--- config.mk ---
export PLATFORM = sky130hd
export DESIGN_NAME = t03_sync_decoder_flat
export DESIGN_NICKNAME = d
export VERILOG_FILES = /design/src/rtl/t03_sync_decoder_pkg.sv /design/src/rtl/t03_sync_decoder_if.sv /design/src/rtl/t03_sync_decoder_edge_detect.sv /design/src/rtl/t03_sync_decoder.sv /design/src/flat_wrapper.sv
export SDC_FILE = /design/constraint.sdc
export NUM_CORES = 1
export LEC_CHECK = 0
export CORE_MARGIN = 5
export CORE_UTILIZATION = 46
export CTS_CLUSTER_DIAMETER = 100
export DETAILED_ROUTE_END_ITERATION = 7
export GPL_TIMING_DRIVEN = 0
export PLACE_DENSITY = 0.76
export SLEW_MARGIN = 20
export SYNTH_ARGS = -nofsm -noshare
export SYNTH_HDL_FRONTEND = slang
export SYNTH_SLANG_ARGS = --single-unit
--- constraint.sdc ---
create_clock -name clk -period 2.29 [get_ports clk]
set_input_delay 0.458 -clock clk [delete_from_list [all_inputs] [get_ports clk]]
set_output_delay 0.458 -clock clk [all_outputs]
set_load 0.005 [all_outputs]
--- src/rtl/t03_sync_decoder_pkg.sv ---
// Shared timing constants and decoder state type for the display sync path.
// Latency: n/a (declarations only).
// Backpressure: n/a.
package t03_sync_pkg;

   // Line/frame geometry, shared with the horizontal timing generator.
   localparam int H_TOTAL = 209;
   localparam int V_TOTAL = 525;

   // Output counter widths.
   localparam int HCNT_W = 11;
   localparam int VCNT_W = 10;

   typedef enum logic [1:0] {
      SEARCH  = 2'd0,
      MEASURE = 2'd1,
      LOCKED  = 2'd2
   } sync_state_t;

endpackage

--- src/rtl/t03_sync_decoder_if.sv ---
// Sync inputs and recovered-timing outputs of the sync decoder.
// Latency: n/a (wires only).
// Backpressure: none; outputs are free-running status/pulses.
// master: drives hsync_in/vsync_in, observes timing outputs.
// slave : the decoder; consumes syncs, drives hcnt/vcnt/pulses/locked/line_len/err.
interface t03_sync_decoder_if;
   import t03_sync_pkg::*;

   logic              hsync_in;
   logic              vsync_in;
   logic [HCNT_W-1:0] hcnt;
   logic [VCNT_W-1:0] vcnt;
   logic              line_start;
   logic              frame_start;
   logic              locked;
   logic [HCNT_W-1:0] line_len;
   logic              err;

   modport master (
      output hsync_in, vsync_in,
      input  hcnt, vcnt, line_start, frame_start, locked, line_len, err
   );

   modport slave (
      input  hsync_in, vsync_in,
      output hcnt, vcnt, line_start, frame_start, locked, line_len, err
   );
endinterface

--- src/rtl/t03_sync_decoder_edge_detect.sv ---
// Leading-edge detector for one sync line with selectable active polarity.
// Latency: combinational edge_out in the cycle the active level first appears.
// Backpressure: none.
// Ports: clk, nrst (sync, active-low), sig_in (raw sync), edge_out (leading edge).
module t03_sync_edge_detect #(
   parameter bit SYNC_POL = 1'b1
) (
   input  logic clk,
   input  logic nrst,
   input  logic sig_in,
   output logic edge_out
);

   logic hist_q;

   // History resets to the asserted level so a pulse held through reset
   // release is not mistaken for a fresh edge.
   always_ff @(posedge clk) begin
      if (!nrst) begin
         hist_q <= SYNC_POL;
      end else begin
         hist_q <= sig_in;
      end
   end

   assign edge_out = (sig_in == SYNC_POL) && (hist_q != SYNC_POL);

endmodule

--- src/rtl/t03_sync_decoder.sv ---
// Recovers pixel position from hsync/vsync, measures line period, tracks lock.
// Latency: one cycle from a sync leading edge to counters/pulses/state.
// Backpressure: none; outputs update every cycle.
// Ports: clk, nrst (sync, active-low); bus (slave): hsync_in/vsync_in in,
//        hcnt, vcnt, line_start, frame_start, locked, line_len, err out.
module t03_sync_decoder #(
   parameter int H_TOTAL    = t03_sync_pkg::H_TOTAL,
   parameter int LOCK_LINES = 4,
   parameter bit SYNC_POL   = 1'b1
) (
   input  logic              clk,
   input  logic              nrst,
   t03_sync_decoder_if.slave bus
);
   import t03_sync_pkg::*;

   localparam int                MC_W       = $clog2(LOCK_LINES + 1);
   localparam logic [HCNT_W-1:0] H_TOTAL_W  = HCNT_W'(H_TOTAL);
   localparam logic [HCNT_W-1:0] TIMEOUT_AT = HCNT_W'(2 * H_TOTAL - 1);

   sync_state_t       state_q, state_d;
   logic [MC_W-1:0]   match_q, match_d;
   logic [HCNT_W-1:0] hcnt_q, hcnt_d;
   logic [VCNT_W-1:0] vcnt_q, vcnt_d;
   logic [HCNT_W-1:0] line_len_q, line_len_d;
   logic              line_start_q, line_start_d;
   logic              frame_start_q, frame_start_d;
   logic              locked_q, locked_d;
   logic              err_q, err_d;

   logic              hs_edge, vs_edge;
   logic [HCNT_W-1:0] hcnt_inc;
   logic              timeout;

   t03_sync_edge_detect #(.SYNC_POL(SYNC_POL)) u_hs_edge (
      .clk      (clk),
      .nrst     (nrst),
      .sig_in   (bus.hsync_in),
      .edge_out (hs_edge)
   );

   t03_sync_edge_detect #(.SYNC_POL(SYNC_POL)) u_vs_edge (
      .clk      (clk),
      .nrst     (nrst),
      .sig_in   (bus.vsync_in),
      .edge_out (vs_edge)
   );

   // Saturating increment; hcnt+1 is also the measured period at an edge.
   assign hcnt_inc = (&hcnt_q) ? hcnt_q : hcnt_q + 1'b1;

   // Two full lines without an hsync edge means the source has gone away.
   assign timeout = (state_q != SEARCH) && (hcnt_q == TIMEOUT_AT);

   always_comb begin
      state_d       = state_q;
      match_d       = match_q;
      hcnt_d        = hcnt_inc;
      vcnt_d        = vcnt_q;
      line_len_d    = line_len_q;
      line_start_d  = 1'b0;
      frame_start_d = 1'b0;
      err_d         = 1'b0;

      if (hs_edge) begin
         hcnt_d       = '0;
         line_len_d   = hcnt_inc;
         line_start_d = 1'b1;
         vcnt_d       = (&vcnt_q) ? vcnt_q : vcnt_q + 1'b1;
         case (state_q)
            SEARCH: begin
               state_d = MEASURE;
               match_d = '0;
            end
            MEASURE: begin
               if (hcnt_inc == H_TOTAL_W) begin
                  match_d = match_q + 1'b1;
                  if (int'(match_q) + 1 >= LOCK_LINES) begin
                     state_d = LOCKED;
                  end
               end else begin
                  match_d = '0;
               end
            end
            LOCKED: begin
               if (hcnt_inc != H_TOTAL_W) begin
                  state_d = MEASURE;
                  match_d = '0;
                  err_d   = 1'b1;
               end
            end
            default: begin
               state_d = SEARCH;
               match_d = '0;
            end
         endcase
      end else if (timeout) begin
         state_d = SEARCH;
         match_d = '0;
         err_d   = (state_q == LOCKED);
      end

      // A frame start only clears the line number; horizontal phase is
      // owned by hsync alone.
      if (vs_edge) begin
         vcnt_d        = '0;
         frame_start_d = 1'b1;
      end

      locked_d = (state_d == LOCKED);
   end

   always_ff @(posedge clk) begin
      if (!nrst) begin
         state_q       <= SEARCH;
         match_q       <= '0;
         hcnt_q        <= '0;
         vcnt_q        <= '0;
         line_len_q    <= '0;
         line_start_q  <= 1'b0;
         frame_start_q <= 1'b0;
         locked_q      <= 1'b0;
         err_q         <= 1'b0;
      end else begin
         state_q       <= state_d;
         match_q       <= match_d;
         hcnt_q        <= hcnt_d;
         vcnt_q        <= vcnt_d;
         line_len_q    <= line_len_d;
         line_start_q  <= line_start_d;
         frame_start_q <= frame_start_d;
         locked_q      <= locked_d;
         err_q         <= err_d;
      end
   end

   assign bus.hcnt        = hcnt_q;
   assign bus.vcnt        = vcnt_q;
   assign bus.line_len    = line_len_q;
   assign bus.line_start  = line_start_q;
   assign bus.frame_start = frame_start_q;
   assign bus.locked      = locked_q;
   assign bus.err         = err_q;

endmodule

--- src/flat_wrapper.sv ---
// flat-port wrapper written by rule: the top's interface ports become plain ports
module t03_sync_decoder_flat import t03_sync_pkg::*;
#(
   parameter int H_TOTAL    = t03_sync_pkg::H_TOTAL,
   parameter int LOCK_LINES = 4,
   parameter bit SYNC_POL   = 1'b1
)
  (clk, nrst, bus_hsync_in, bus_vsync_in, bus_hcnt, bus_vcnt, bus_line_start, bus_frame_start, bus_locked, bus_line_len, bus_err);
  t03_sync_decoder_if bus_i ();
  input  logic clk;
  input  logic nrst;
  input wire logic [$bits(bus_i.hsync_in)-1:0] bus_hsync_in;
  input wire logic [$bits(bus_i.vsync_in)-1:0] bus_vsync_in;
  output wire logic [$bits(bus_i.hcnt)-1:0] bus_hcnt;
  output wire logic [$bits(bus_i.vcnt)-1:0] bus_vcnt;
  output wire logic [$bits(bus_i.line_start)-1:0] bus_line_start;
  output wire logic [$bits(bus_i.frame_start)-1:0] bus_frame_start;
  output wire logic [$bits(bus_i.locked)-1:0] bus_locked;
  output wire logic [$bits(bus_i.line_len)-1:0] bus_line_len;
  output wire logic [$bits(bus_i.err)-1:0] bus_err;
  assign bus_i.hsync_in = bus_hsync_in;
  assign bus_i.vsync_in = bus_vsync_in;
  assign bus_hcnt = bus_i.hcnt;
  assign bus_vcnt = bus_i.vcnt;
  assign bus_line_start = bus_i.line_start;
  assign bus_frame_start = bus_i.frame_start;
  assign bus_locked = bus_i.locked;
  assign bus_line_len = bus_i.line_len;
  assign bus_err = bus_i.err;
  t03_sync_decoder #(.H_TOTAL(H_TOTAL), .LOCK_LINES(LOCK_LINES), .SYNC_POL(SYNC_POL)) u_core (.clk(clk), .nrst(nrst), .bus(bus_i));
endmodule
Word-level counts from Yosys, hierarchy flattened
Cells that the tools add are included.
{"block": "totals", "reg_bits": 43, "input_bits": 4, "out_inout_bits": 36, "word_cells": 57}
{"block": "op_classes", "addsub": 4, "order_cmp": 1, "n_eq_ne": 7, "muxes": 18, "bitwise": 4, "n_reduce_logical": 12}
{"op": "$ge 32x4->1 const B", "count": 1}
{"op": "$mux 3", "count": 4}
{"op": "$add 11x1->11 const B", "count": 1}
{"op": "$eq 11x8->1 const B", "count": 1}
{"op": "$eq 11x9->1 const B", "count": 1}
{"op": "$mux 11", "count": 1}
{"op": "$ne 11x8->1 const B", "count": 1}
{"op": "$reduce_and 11->1", "count": 1}
{"op": "$add 10x1->10 const B", "count": 1}
{"op": "$mux 2", "count": 5}
{"op": "$reduce_and 10->1", "count": 1}
{"op": "$mux 1", "count": 6}
{"op": "$pmux 2 s3", "count": 1}
{"op": "$pmux 3 s2", "count": 1}
{"op": "$add 3x1->4 const B", "count": 1}
{"op": "$eq 2x2->1 const B", "count": 2}
{"op": "$not 1->1", "count": 4}
{"op": "$reduce_and 2->1", "count": 2}
{"op": "$reduce_bool 2->1", "count": 2}
{"op": "$reduce_or 2->1", "count": 2}
{"op": "$add 3x1->3 const B", "count": 1}
{"op": "$logic_and 1x1->1", "count": 3}
{"op": "$ne 3x3->1 const B", "count": 1}
{"op": "$eq 2x1->1 const B", "count": 1}
{"op": "$logic_not 2->1", "count": 1}

Longest topological paths before layout
Gate-level depths: netlist (run 1).
{"block": "depth", "depth_word": 7, "depth_mapped": 9, "mapped_depth_nobuf": 8}

Hierarchy
A second synthesis (run 1) with hierarchy kept.
{"block": "hier_totals", "cells_unflattened": 233, "area_unflattened_um2": 2009.4}
{"mod": "t03_sync_decoder", "n_inst": 1, "cells_each": 227, "area_each_um2": 1929.4, "seq_area_each_um2": 820.8}
{"mod": "t03_sync_edge_detect", "n_inst": 2, "cells_each": 3, "area_each_um2": 40.0, "seq_area_each_um2": 20.0}

Least setup slack after synthesis (run 1)
No wires, ideal clock.
{"block": "synth_path", "kind": "flip-flop to flip-flop", "from": "register u_core.hcnt_q[0] (netlist: u_core.bus.hcnt[0])", "to": "register u_core.match_q[1]", "setup_time_ns": 0.059, "arrival_ns": 2.142, "required_time_ns": 2.231, "path_slack_ns": 0.089, "path_stages_with_launch": 10, "n_path_buf": 2, "period_less_slack_ns": 2.201, "path_cell_list": "dfxtp_1 ha_1 and3_1 buf_4 a31oi_1 o21ba_1 or4b_4 buf_6 o22ai_2 a22o_1"}
{"block": "synth_via", "elab_chain_cells": 6, "elab_cells_between_ends": 13, "cone_classes": "1 x add/sub; 4 x eq/ne; 4 x mux; 4 x reduce/logical"}
{"item": "start: declaration", "line": "t03_sync_decoder.sv:23", "rtl": "logic [HCNT_W-1:0] hcnt_q, hcnt_d;"}
{"item": "start signal: assignment", "line": "t03_sync_decoder.sv:127", "rtl": "hcnt_q <= hcnt_d;"}
{"item": "$add 11x1->11 / $reduce_and 11->1 (equally long branches)", "line": "t03_sync_decoder.sv:50", "rtl": "assign hcnt_inc = (&hcnt_q) ? hcnt_q : hcnt_q + 1'b1;"}
{"item": "$mux 11", "line": "t03_sync_decoder.sv:50"}
{"item": "$eq 11x8->1", "line": "t03_sync_decoder.sv:76", "rtl": "if (hcnt_inc == H_TOTAL_W) begin"}
{"item": "$mux 3", "line": "t03_sync_decoder.sv:76"}
{"item": "$pmux 3 s2", "line": "t03_sync_decoder.sv:70", "rtl": "case (state_q)"}
{"item": "$mux 3", "line": "t03_sync_decoder.sv:65", "rtl": "if (hs_edge) begin"}
{"item": "end signal: assignment", "line": "t03_sync_decoder.sv:126", "rtl": "match_q <= match_d;"}
{"item": "end: declaration", "line": "t03_sync_decoder.sv:22", "rtl": "logic [MC_W-1:0] match_q, match_d;"}
Several ways; a longest one is shown, not always the timed one.
A chain may end at the register's enable or synchronous reset.

Final worst setup path (run 1)
{"block": "layout_path", "from": "register u_core.hcnt_q[1] (netlist: u_core.bus.hcnt[1])", "to": "register u_core.locked_q (netlist: u_core.bus.locked)"}
{"block": "layout_via", "elab_chain_cells": 7, "elab_cells_between_ends": 13, "cone_classes": "1 x add/sub; 4 x eq/ne; 6 x mux; 2 x reduce/logical"}
{"item": "$add 11x1->11 / $reduce_and 11->1 (equally long branches)", "line": "t03_sync_decoder.sv:50"}
{"item": "$mux 11", "line": "t03_sync_decoder.sv:50"}
{"item": "$ne 11x8->1 / $eq 11x8->1 (equally long branches)", "line": "t03_sync_decoder.sv:86, t03_sync_decoder.sv:76"}
{"item": "$mux 2, on equally long branches", "line": "t03_sync_decoder.sv:86, t03_sync_decoder.sv:76"}
{"item": "$pmux 2 s3", "line": "t03_sync_decoder.sv:70"}
{"item": "$mux 2 *", "line": "t03_sync_decoder.sv:65"}
{"item": "$eq 2x2->1 *", "line": "t03_sync_decoder.sv:110", "rtl": "locked_d = (state_d == LOCKED);"}
{"item": "end signal: assignment", "line": "t03_sync_decoder.sv:132", "rtl": "locked_q <= locked_d;"}
{"item": "end: declaration", "line": "t03_sync_decoder.sv:28", "rtl": "logic locked_q, locked_d;"}
Mark *: on every way between the ends. The rest lies on a longest branch, timed or not.

==> results of run 1 <==
stage by stage:
step           utilization [%]  instance area, sq um  instances  hold WS [ns]  TNS [ns]
2_1_floorplan                -                  1974        230        0.3996         0
3_3_place_gp             59.15                  2417        318        0.4060   -0.7438
3_5_place_dp             59.15                  2417        318        0.4150   -0.9870
4_1_cts                  61.27                  2504        326        0.4221         0
5_1_grt                  62.71                  2562        327        0.4370         0
6_report                 62.71                  2562        327        0.4260         0
cell families (layout without fill, tap and decap cells):
kind of cell / Yosys count / in the layout
AO/OA/AOI/OAI: 49 / 49
XOR/XNOR: 10 / 10
adder cells (fa/ha/maj): 5 / 5
buffers and inverters: 18 / 65
flip-flops: 43 / 43
multiplexers: 3 / 3
AND/OR/NAND/NOR: 102 / 102
repair_timing:
item / 4_1_cts / 5_1_grt
hold buffers: 0 / 0
endpoints found under the setup margin: 3 / 3
pin swaps: 0 / 1
hold endpoints to repair: 0 / 0
gates resized for setup: 3 / 11
setup buffers: 0 / 2
final timing paths:
check	endpoint	depth (start not counted)
setup / recovery	u_core.bus.locked	8
hold / removal	u_core.bus.frame_start	1
setup reg to reg	u_core.bus.locked	8
hold reg to reg	u_core.bus.frame_start	1
synth_stat cells, types with 2 or more instances:
| cell | n |
|---|---|
| ha_1 | 5 |
| clkbuf_1 | 6 |
| dfxtp_1 | 43 |
| a211oi_1 | 9 |
| and3_1 | 7 |
| o211ai_1 | 2 |
| nand3b_1 | 3 |
| nand2_1 | 16 |
| or3_1 | 3 |
| nand3_1 | 8 |
| nor3_1 | 2 |
| o21ai_0 | 6 |
| and4_1 | 2 |
| mux2i_1 | 2 |
| xor2_1 | 3 |
| o21ai_1 | 2 |
| a31oi_1 | 4 |
| a21oi_1 | 12 |
| inv_1 | 7 |
| nor2_1 | 41 |
| nand4_1 | 3 |
| xnor2_1 | 7 |
| a21o_1 | 2 |
| nand2b_1 | 4 |
| and2_1 | 3 |
| o21a_1 | 4 |
| or2_2 | 2 |
layout by cell type (no fill, tap or decap), types with 4 or more instances in the layout:
cell	instances
nand2_1	16
ha_1	4
nand3_1	8
dfxtp_1	41
inv_1	7
o21ai_0	6
a21oi_1	12
xnor2_1	7
clkbuf_8	5
clkbuf_1	8
nor2_1	40
nand2b_1	4
and3_1	6
a211oi_1	9
clkdlybuf4s50_1	38
o21a_1	4
worst max-delay path: stages, from the launching register on:
cell,delay [ns]
dfxtp_4,0.37
ha_4,0.18
and3_1,0.17
buf_4,0.16
a31oi_4,0.19
o21ba_4,0.18
or4b_4,0.59
a21oi_1,0.18
o21a_1,0.14
routing by layer:
metal,global-route usage (%),vias up,wire length [um]
li1,-,898,-
met4,6.990,0,78
met2,29.43,53,2195
met1,21.83,814,2069
met5,0,-,0
met3,3.694,8,253
state kept, by name, summed over array words and instances, names as in the netlist:
register / cells
u_core.bus.line_len: 11
u_core.bus.frame_start: 1
u_core.bus.hcnt: 11
u_core.state_q: 2
u_core.u_hs_edge.hist_q: 1
u_core.bus.vcnt: 10
u_core.bus.err: 1
u_core.u_vs_edge.hist_q: 1
u_core.match_q: 3
u_core.bus.locked: 1
u_core.bus.line_start: 1
power by group through the flow:
stage	Clock [mW]	Sequential (mW)	Combinational, mW
global route	0.511	0.782	0.128
global placement	0	0.796	0.104
CTS	0.483	0.779	0.106
floorplan	0	0.795	0.0573
detailed placement	0	0.796	0.105
finish	0.467	0.780	0.113
cell type report:
class | instances | share of cell area, %
multi-input combinational | 169 | 42.33
sequential | 43 | 33.89
timing repair buffer | 40 | 15.43
clock buffer | 7 | 2.979
tap | 50 | 2.441
buffer | 9 | 1.562
inverter | 8 | 1.172
clock inverter | 1 | 0.1953
==> results by group, run 1 <==
Timing
  • Final Slew Violations: 0
  • # setup viols final: 0
  • Clk_skew: 0.004270 ns
  • Slew headroom: 54.57%
  • Worst slew pin tran: 0.6770 ns
  • Peak Freq: 453.9 MHz
  • Final Hold Fails: 0
  • Tcrit/Tclk final: 96.20%
  • RSZ-0062 raised after global routing: false
  • Tmin final: 2.203 ns
  • Final WS setup: 0.08692 ns

Hold path
  • Min-delay src: u_core.u_vs_edge.hist_q
  • HP Class: flip-flop to flip-flop

Route
  • WL final: 4596 um
  • TritonRoute pass-1 iters: 4
  • DRC: 0
  • Vias: 1773
  • Wire per inst: 14.06 um
  • Post-route ant nets: 0
  • Starting DRT DRC Count: 99
  • Vias/cell: 5.422

Synth
  • Main flop type after synthesis: dfxtp_1
  • XOR/XNOR Fraction of Synth Area: 4.436%
  • Simple-gate area share of the yosys netlist: 26.11%
  • Main combinational cell family by area after synthesis: simple AND/OR/NAND/NOR gates
  • Syn Nets: 239
  • Register area share after synthesis: 43.60%
  • Cell Area, Synth: 1974 sq um
  • Synth cell types: 49
  • Main area contributors after synthesis: dfxtp_1, nor2_1, a211oi_1
  • Top cell type's share of synthesized area: 43.60%
  • Post-synth EDFFs: 0
  • Ys async rst share: 0%
  • Number of synthesized register bits: 43
  • Mux cell area share after synthesis: 1.584%
  • Area leader, netlist: dfxtp_1
  • Post-synthesis average cell area: 8.584 sq um
  • Compound-Gate Fraction of Synth Area: 17.05%
  • Adder-cell share of the synthesized area: 3.169%
  • Yosys warns: 0
  • Syn Inst Count: 230

Finish
  • Storage element area: 868.3 sq um
  • Fillers: 382
  • Post-layout nets: 285
  • Ant diodes: 0
  • Area of the multi-input gates: 1085 sq um
  • Area Growth Syn to Fin: 29.78%
  • Layout cells sized above 1: 9.025%

Die
  • Initial core utilization: 48.32%
  • Die X: 75.52 um
  • I/O Pins: 40
  • Core Region: 4086 sq um
  • Cell Rows: 23
  • Die span in y: 75.52 um
  • Full die area: 5703 sq um

Power and ir drop
  • Switching Fraction: 23.87%
  • NetSw: 0.3246 mW
  • Clock power share: 34.3%
  • Internal: 1.035 mW
  • Total power: 1.359 mW
  • VDD IR max: 0.4892 mV
  • Part of the power in registers: 57.3%
  • Leakage: 0.9192 nW
  • Comb pwr share: 8.3%
  • PwrDens: 530.5 nW/um^2

Global route
  • Initial antenna violation count: 0
  • Number of global-route vias before repair: 1647
  • Pin count of the biggest net entering global routing: 13
  • Total gr overflow: 0
  • Gr usage total: 17.51%
  • First-pass GRT wire length: 7569 um

Clock network
  • CTS Buffer Depth: 2
  • Clock transition at the registers of the reported paths: 0.08 ns
  • CTS root buf: clkbuf_8
  • Worst skew pair latency: 0.30 ns
  • H-tree levels: 2
  • Clk sinks: 43
  • CTS Buf Count: 5
  • CTS tree: yes

Placement
  • Hpwl dp: 3211 um
  • Place WS: -0.2571 ns
  • RePlAce Congestion: 0.8197
  • IO Port Bufs: 38

Critical path
  • Highest fanout seen on the critical path: 6
  • R2r setup slk: 0.09 ns
  • Crit. End Element: flip-flop
  • Worst setup path start: u_core.bus.hcnt[1]
  • Worst path required time: 2.54 ns
  • Crit path kind: flip-flop to flip-flop
  • Worst EP arrival: 2.45 ns
  • Startpoint types: flip-flop
  • RR Startpoint: u_core.bus.hcnt[1]

Status
  • Outcome: finished clean

Flow run
  • Max Cap Viol: 0
No activity file was read; power rests on OpenSTA's default activity.
==> inputs of run 2 (changes only) <==
CORE_UTILIZATION = 51   (was 46)
PLACE_DENSITY = 0.79   (was 0.76)
clock period = 2.35 ns   (was 2.29 ns; I/O delays follow)
==> results by group, run 2 (synthesis gave the netlist of run 1 again) <==
Status
  • Outcome: finished clean

Finish
  • Commonest non-fill, non-tap cell in the layout: dfxtp_1
  • Area Growth Syn to Fin: 27.76%
  • Utilization after layout: 67.88%
  • Layout cells sized above 1: 7.636%
  • Ant diodes: 0
  • Commonest non-fill, non-tap cells in the layout: dfxtp_1, nor2_1, clkdlybuf4s50_1
  • Post-layout nets: 284

Flow run
  • Max Cap Viol: 0

Timing
  • # setup viols final: 0
  • Worst slew pin tran: 0.7354 ns
  • Clk_skew: 0.006036 ns
  • Final WS setup: 0.1084 ns
  • Tcrit/Tclk final: 95.39%
  • Slew headroom: 50.65%
  • Tmin final: 2.242 ns
  • Peak Freq: 446.1 MHz
  • Final Slew Violations: 0
  • Setup TNS: 0 ns
  • Min Hold Slack: 0.4194 ns
  • Final Hold Fails: 0

Clock network
  • CTS tree: yes
  • CTS Hold Bufs: 0
  • H-tree levels: 2
  • CTS Buf Count: 5
  • CTS root buf: clkbuf_8
  • Clock transition at the registers of the reported paths: 0.07 ns
  • Clk sinks: 43
  • CTS Buffer Depth: 2
  • Worst skew pair latency: 0.29 ns

Die
  • Die span in y: 72.22 um
  • Die X: 72.22 um
  • Initial core utilization: 53.13%
  • Full die area: 5216 sq um
  • Core Region: 3716 sq um
  • I/O Pins: 40
  • Cell Rows: 22

Placement
  • Place WS: -0.1857 ns
  • Hpwl dp: 3232 um
  • IO Port Bufs: 38
  • RePlAce Congestion: 0.9236

Global route
  • Total gr overflow: 0
  • Pin count of the biggest net entering global routing: 13
  • Initial antenna violation count: 0
  • Number of global-route vias before repair: 1567
  • First-pass GRT wire length: 7272 um
  • Gr usage total: 17.59%

Route
  • Post-route ant nets: 0
  • WL final: 4398 um
  • TritonRoute pass-1 iters: 4
  • Vias: 1752
  • Starting DRT DRC Count: 136
  • DRC: 0
  • Wire per inst: 13.62 um
  • Vias/cell: 5.424

Critical path
  • R2r setup slk: 0.11 ns
  • Startpoint types: flip-flop
  • Worst path required time: 2.59 ns
  • Worst Reg-to-Reg Cells: 9
  • Worst setup path start: u_core.bus.hcnt[0]
  • Worst EP arrival: 2.48 ns
  • Terminus of the critical flop-to-flop path: u_core.match_q[1]
  • Crit. End Element: flip-flop
  • CP endpoint: u_core.match_q[1]
  • Crit path kind: flip-flop to flip-flop
  • Highest fanout seen on the critical path: 7
  • Max incr delay on CP: 0.51 ns
  • Worst-path cell chain: ha_4, and3_1, buf_4, a31oi_1, o21ba_1, or4b_4, buf_6, o22ai_2, a22o_1
  • RR Startpoint: u_core.bus.hcnt[0]
  • Slowest CP cell: or4b_4

Power and ir drop
  • Part of the power in registers: 57.3%
  • PwrDens: 526.1 nW/um^2
  • Total power: 1.327 mW
  • Leakage: 0.9130 nW
  • VDD IR max: 0.4032 mV
  • Clock power share: 34.8%
  • NetSw: 0.3008 mW
  • Comb pwr share: 7.9%
  • Internal: 1.026 mW
  • Switching Fraction: 22.66%

Hold path
  • Hold Path Depth: 1
  • HP Class: flip-flop to flip-flop
==> run 2: changes by cell type in the layout (fill, tap and decap cells not counted), sizes merged <==
cell    previous run  this run
clkbuf            14        12
==> run 2: worst max-delay path, delay by kind of cell, from the launching register on <==
kind	cells	cell delay [ns]
AO/OA/AOI/OAI	4	0.65
AND/OR/NAND/NOR	2	0.68
buffers and inverters	2	0.30
flip-flops	1	0.38
adder cells (fa/ha/maj)	1	0.18
==> run 2: repair_timing <==
item,CTS,global route
setup endpoints to repair,1,3
gates cloned,0,0
gates resized for setup,1,5
setup buffers,0,0
==> run 2: power groups by stage <==
| stage | registers [mW] | clock network, mW | logic, mW |
|---|---|---|---|
| after floorplan | 0.775 | 0 | 0.0558 |
| after global placement | 0.775 | 0 | 0.102 |
| after detailed placement | 0.775 | 0 | 0.104 |
| after CTS | 0.759 | 0.473 | 0.105 |
| after global routing | 0.764 | 0.505 | 0.117 |
| final | 0.761 | 0.461 | 0.105 |
==> run 2: stage by stage <==
step	area (sq um)	std cells
final	2522	323
after global routing	2522	323
after CTS	2505	323
after floorplan	1974	230
after global placement	2415	316
after detailed placement	2415	316
==> run 2: area by class of cell <==
class / count / area (sq um)
Timing Repair Buffer: 38 / 380.4
Clock inverter: 1 / 5.005
Buffer: 10 / 50.05
Sequential cell: 43 / 865.8
Clock buffer: 6 / 82.58
Multi-Input combinational cell: 169 / 1049
Tap cell: 48 / 60.06
Inverter: 8 / 30.03
Fill cell: 317 / 1194
==> run 2: how the worst min path moves through the flow <==
| stage | start | to | slack, ns |
|---|---|---|---|
| after global routing | u_core.u_vs_edge.hist_q | u_core.bus.frame_start | 0.46 |
| after floorplan | u_core.u_vs_edge.hist_q | u_core.bus.frame_start | 0.40 |
| after detailed placement | u_core.u_vs_edge.hist_q | u_core.bus.frame_start | 0.41 |
| after CTS | u_core.u_vs_edge.hist_q | u_core.bus.frame_start | 0.42 |
| after global placement | u_core.u_vs_edge.hist_q | u_core.bus.frame_start | 0.41 |
| final | u_core.u_vs_edge.hist_q | u_core.bus.frame_start | 0.42 |
==> run 2: routing by layer <==
layer | track usage (%) | share of wire [%] | vias to the layer above
li1 | - | - | 891
met1 | 25.50 | 48 | 805
met2 | 25.78 | 47 | 52
met3 | 4.017 | 4.7 | 4
met4 | 5.637 | 0.93 | 0
met5 | 0 | 0 | -
==> inputs of run 3 (changes only) <==
CORE_UTILIZATION = 46   (was 51)
CTS_CLUSTER_DIAMETER = unset   (was 100)
PLACE_DENSITY = 0.76   (was 0.79)
clock period = 2.05 ns   (was 2.35 ns; I/O delays follow)
==> results by group, run 3 (synthesis gave the netlist of run 1 again) <==
Finish
  • Commonest non-fill, non-tap cells in the layout: nor2_1, clkdlybuf4s50_1, dfxtp_1
  • Layout cells sized above 1: 13.26%
  • Utilization after layout: 64.33%
  • Area Growth Syn to Fin: 33.14%
  • Post-layout nets: 288
  • Fin cells: 329
  • Commonest non-fill, non-tap cell in the layout: nor2_1
  • Ant diodes: 0

Route
  • WL final: 4824 um
  • Vias: 1786
  • DRC: 0
  • Post-route ant nets: 0
  • TritonRoute pass-1 iters: 4
  • Wire per inst: 14.66 um
  • Starting DRT DRC Count: 109
  • Vias/cell: 5.429

Die
  • I/O Pins: 40
  • Core Region: 4086 sq um
  • Cell Rows: 23
  • Die X: 75.52 um
  • Die span in y: 75.52 um
  • Full die area: 5703 sq um
  • Initial core utilization: 48.32%

Critical path
  • Worst setup path start: u_core.bus.hcnt[1]
  • Startpoint types: flip-flop
  • Worst Reg-to-Reg Cells: 9
  • Crit path kind: flip-flop to flip-flop
  • Highest fanout seen on the critical path: 6
  • Terminus of the critical flop-to-flop path: u_core.match_q[0]
  • R2r setup slk: 0.01 ns
  • Worst EP arrival: 2.22 ns
  • Crit. End Element: flip-flop
  • CP endpoint: u_core.match_q[0]
  • Worst path required time: 2.23 ns
  • RR Startpoint: u_core.bus.hcnt[1]

Placement
  • Hpwl dp: 3429 um
  • Placed cells: 318
  • RePlAce Congestion: 0.8922
  • IO Port Bufs: 38

Clock network
  • Clk sinks: 43
  • CTS Hold Bufs: 0
  • Worst skew pair latency: 0.29 ns
  • H-tree levels: 2
  • CTS tree: yes
  • CTS root buf: clkbuf_8
  • Clock transition at the registers of the reported paths: 0.08 ns
  • CTS Buf Count: 5
  • CTS Buffer Depth: 2

Timing
  • Clk_skew: 0.007370 ns
  • Peak Freq: 490.7 MHz
  • Final Slew Violations: 0
  • Tmin final: 2.038 ns
  • Final Hold Fails: 0
  • # setup viols final: 0
  • Min Hold Slack: 0.4311 ns
  • Slew headroom: 51.24%
  • Setup TNS: 0 ns
  • RSZ-0062 raised after global routing: true
  • Tcrit/Tclk final: 99.41%
  • Worst slew pin tran: 0.7266 ns

Power and ir drop
  • PwrDens: 572.2 nW/um^2
  • Leakage: 0.9376 nW
  • Total power: 1.504 mW
  • VDD IR max: 0.5647 mV

Global route
  • Gr usage total: 18.45%
  • First-pass GRT wire length: 7976 um
  • Initial antenna violation count: 0
  • Pin count of the biggest net entering global routing: 13
  • Number of global-route vias before repair: 1723
  • Total gr overflow: 0

Hold path
  • HP Class: flip-flop to flip-flop

Status
  • Outcome: finished clean

Flow run
  • Max Cap Viol: 0
==> run 3: cell count changes in the layout (fill, tap and decap cells not counted), moves of 2 or more <==
cell	delta
dfxtp_2	+2
dfxtp_1	-3
and3_1	-2
and3_4	+2
buf_4	+7
==> run 3: area by class of cell <==
| type | count | area [sq um] |
|---|---|---|
| plain buffers | 7 | 31.28 |
| clock buffers | 7 | 76.32 |
| fillers | 347 | 1458 |
| inverters | 8 | 30.03 |
| multi-input cells | 169 | 1124 |
| flip-flops and latches | 43 | 872.1 |
| well taps | 50 | 62.56 |
| repair buffers | 45 | 432.9 |
==> run 3: report_power, final <==
group	internal (mW)	switching, mW	total [mW]	leakage (nW)
sequential	0.854	0.0149	0.869	0.352
clock	0.235	0.262	0.497	0.0383
combinational	0.0682	0.0704	0.139	0.548
==> run 3: per-layer routing <==
metal | vias to the layer above | track usage [%] | part of all wire [%]
met3 | 8 | 4.749 | 5.0
met4 | 0 | 8.350 | 1.5
li1 | 902 | - | -
met1 | 836 | 25.12 | 48
met5 | - | 0 | 0
met2 | 40 | 27.42 | 46
==> run 3: repair_timing <==
item / 4_1_cts / 5_1_grt
endpoints found under the setup margin: 8 / 8
hold endpoints to repair: 0 / 0
buffers inserted: 4 / 3
pin swaps: 2 / 7
gates resized for setup: 7 / 11
==> run 3: through the flow <==
stage / worst slack (ns) / instance area (sq um)
after floorplan: 0.007469 / 2011
after global placement: -0.4396 / 2454
after detailed placement: -0.4652 / 2454
after CTS: -0.01949 / 2584
after global routing: -0.08823 / 2629
final: 0.01217 / 2629
==> run 3: worst min path at each step <==
| stage | start | end | slack (ns) | depth (start not counted) |
|---|---|---|---|---|
| 3_5_place_dp | u_core.u_vs_edge.hist_q | u_core.bus.frame_start | 0.41 | 1 |
| 2_1_floorplan | u_core.u_vs_edge.hist_q | u_core.bus.frame_start | 0.40 | 1 |
| 5_1_grt | u_core.u_vs_edge.hist_q | u_core.bus.frame_start | 0.44 | 1 |
| 6_report | u_core.u_vs_edge.hist_q | u_core.bus.frame_start | 0.43 | 1 |
| 4_1_cts | u_core.u_vs_edge.hist_q | u_core.bus.frame_start | 0.42 | 1 |
| 3_3_place_gp | u_core.u_vs_edge.hist_q | u_core.bus.frame_start | 0.41 | 1 |
==> run 3: critical path: stages, from the launching register on <==
cell and delay (ns):
dfxtp_4 0.36, buf_4 0.15, inv_1 0.07, ha_1 0.13, nor4b_1 0.31, nand4b_1 0.16, o21a_1 0.24, inv_1 0.16
o22ai_4 0.09, mux2_4 0.26
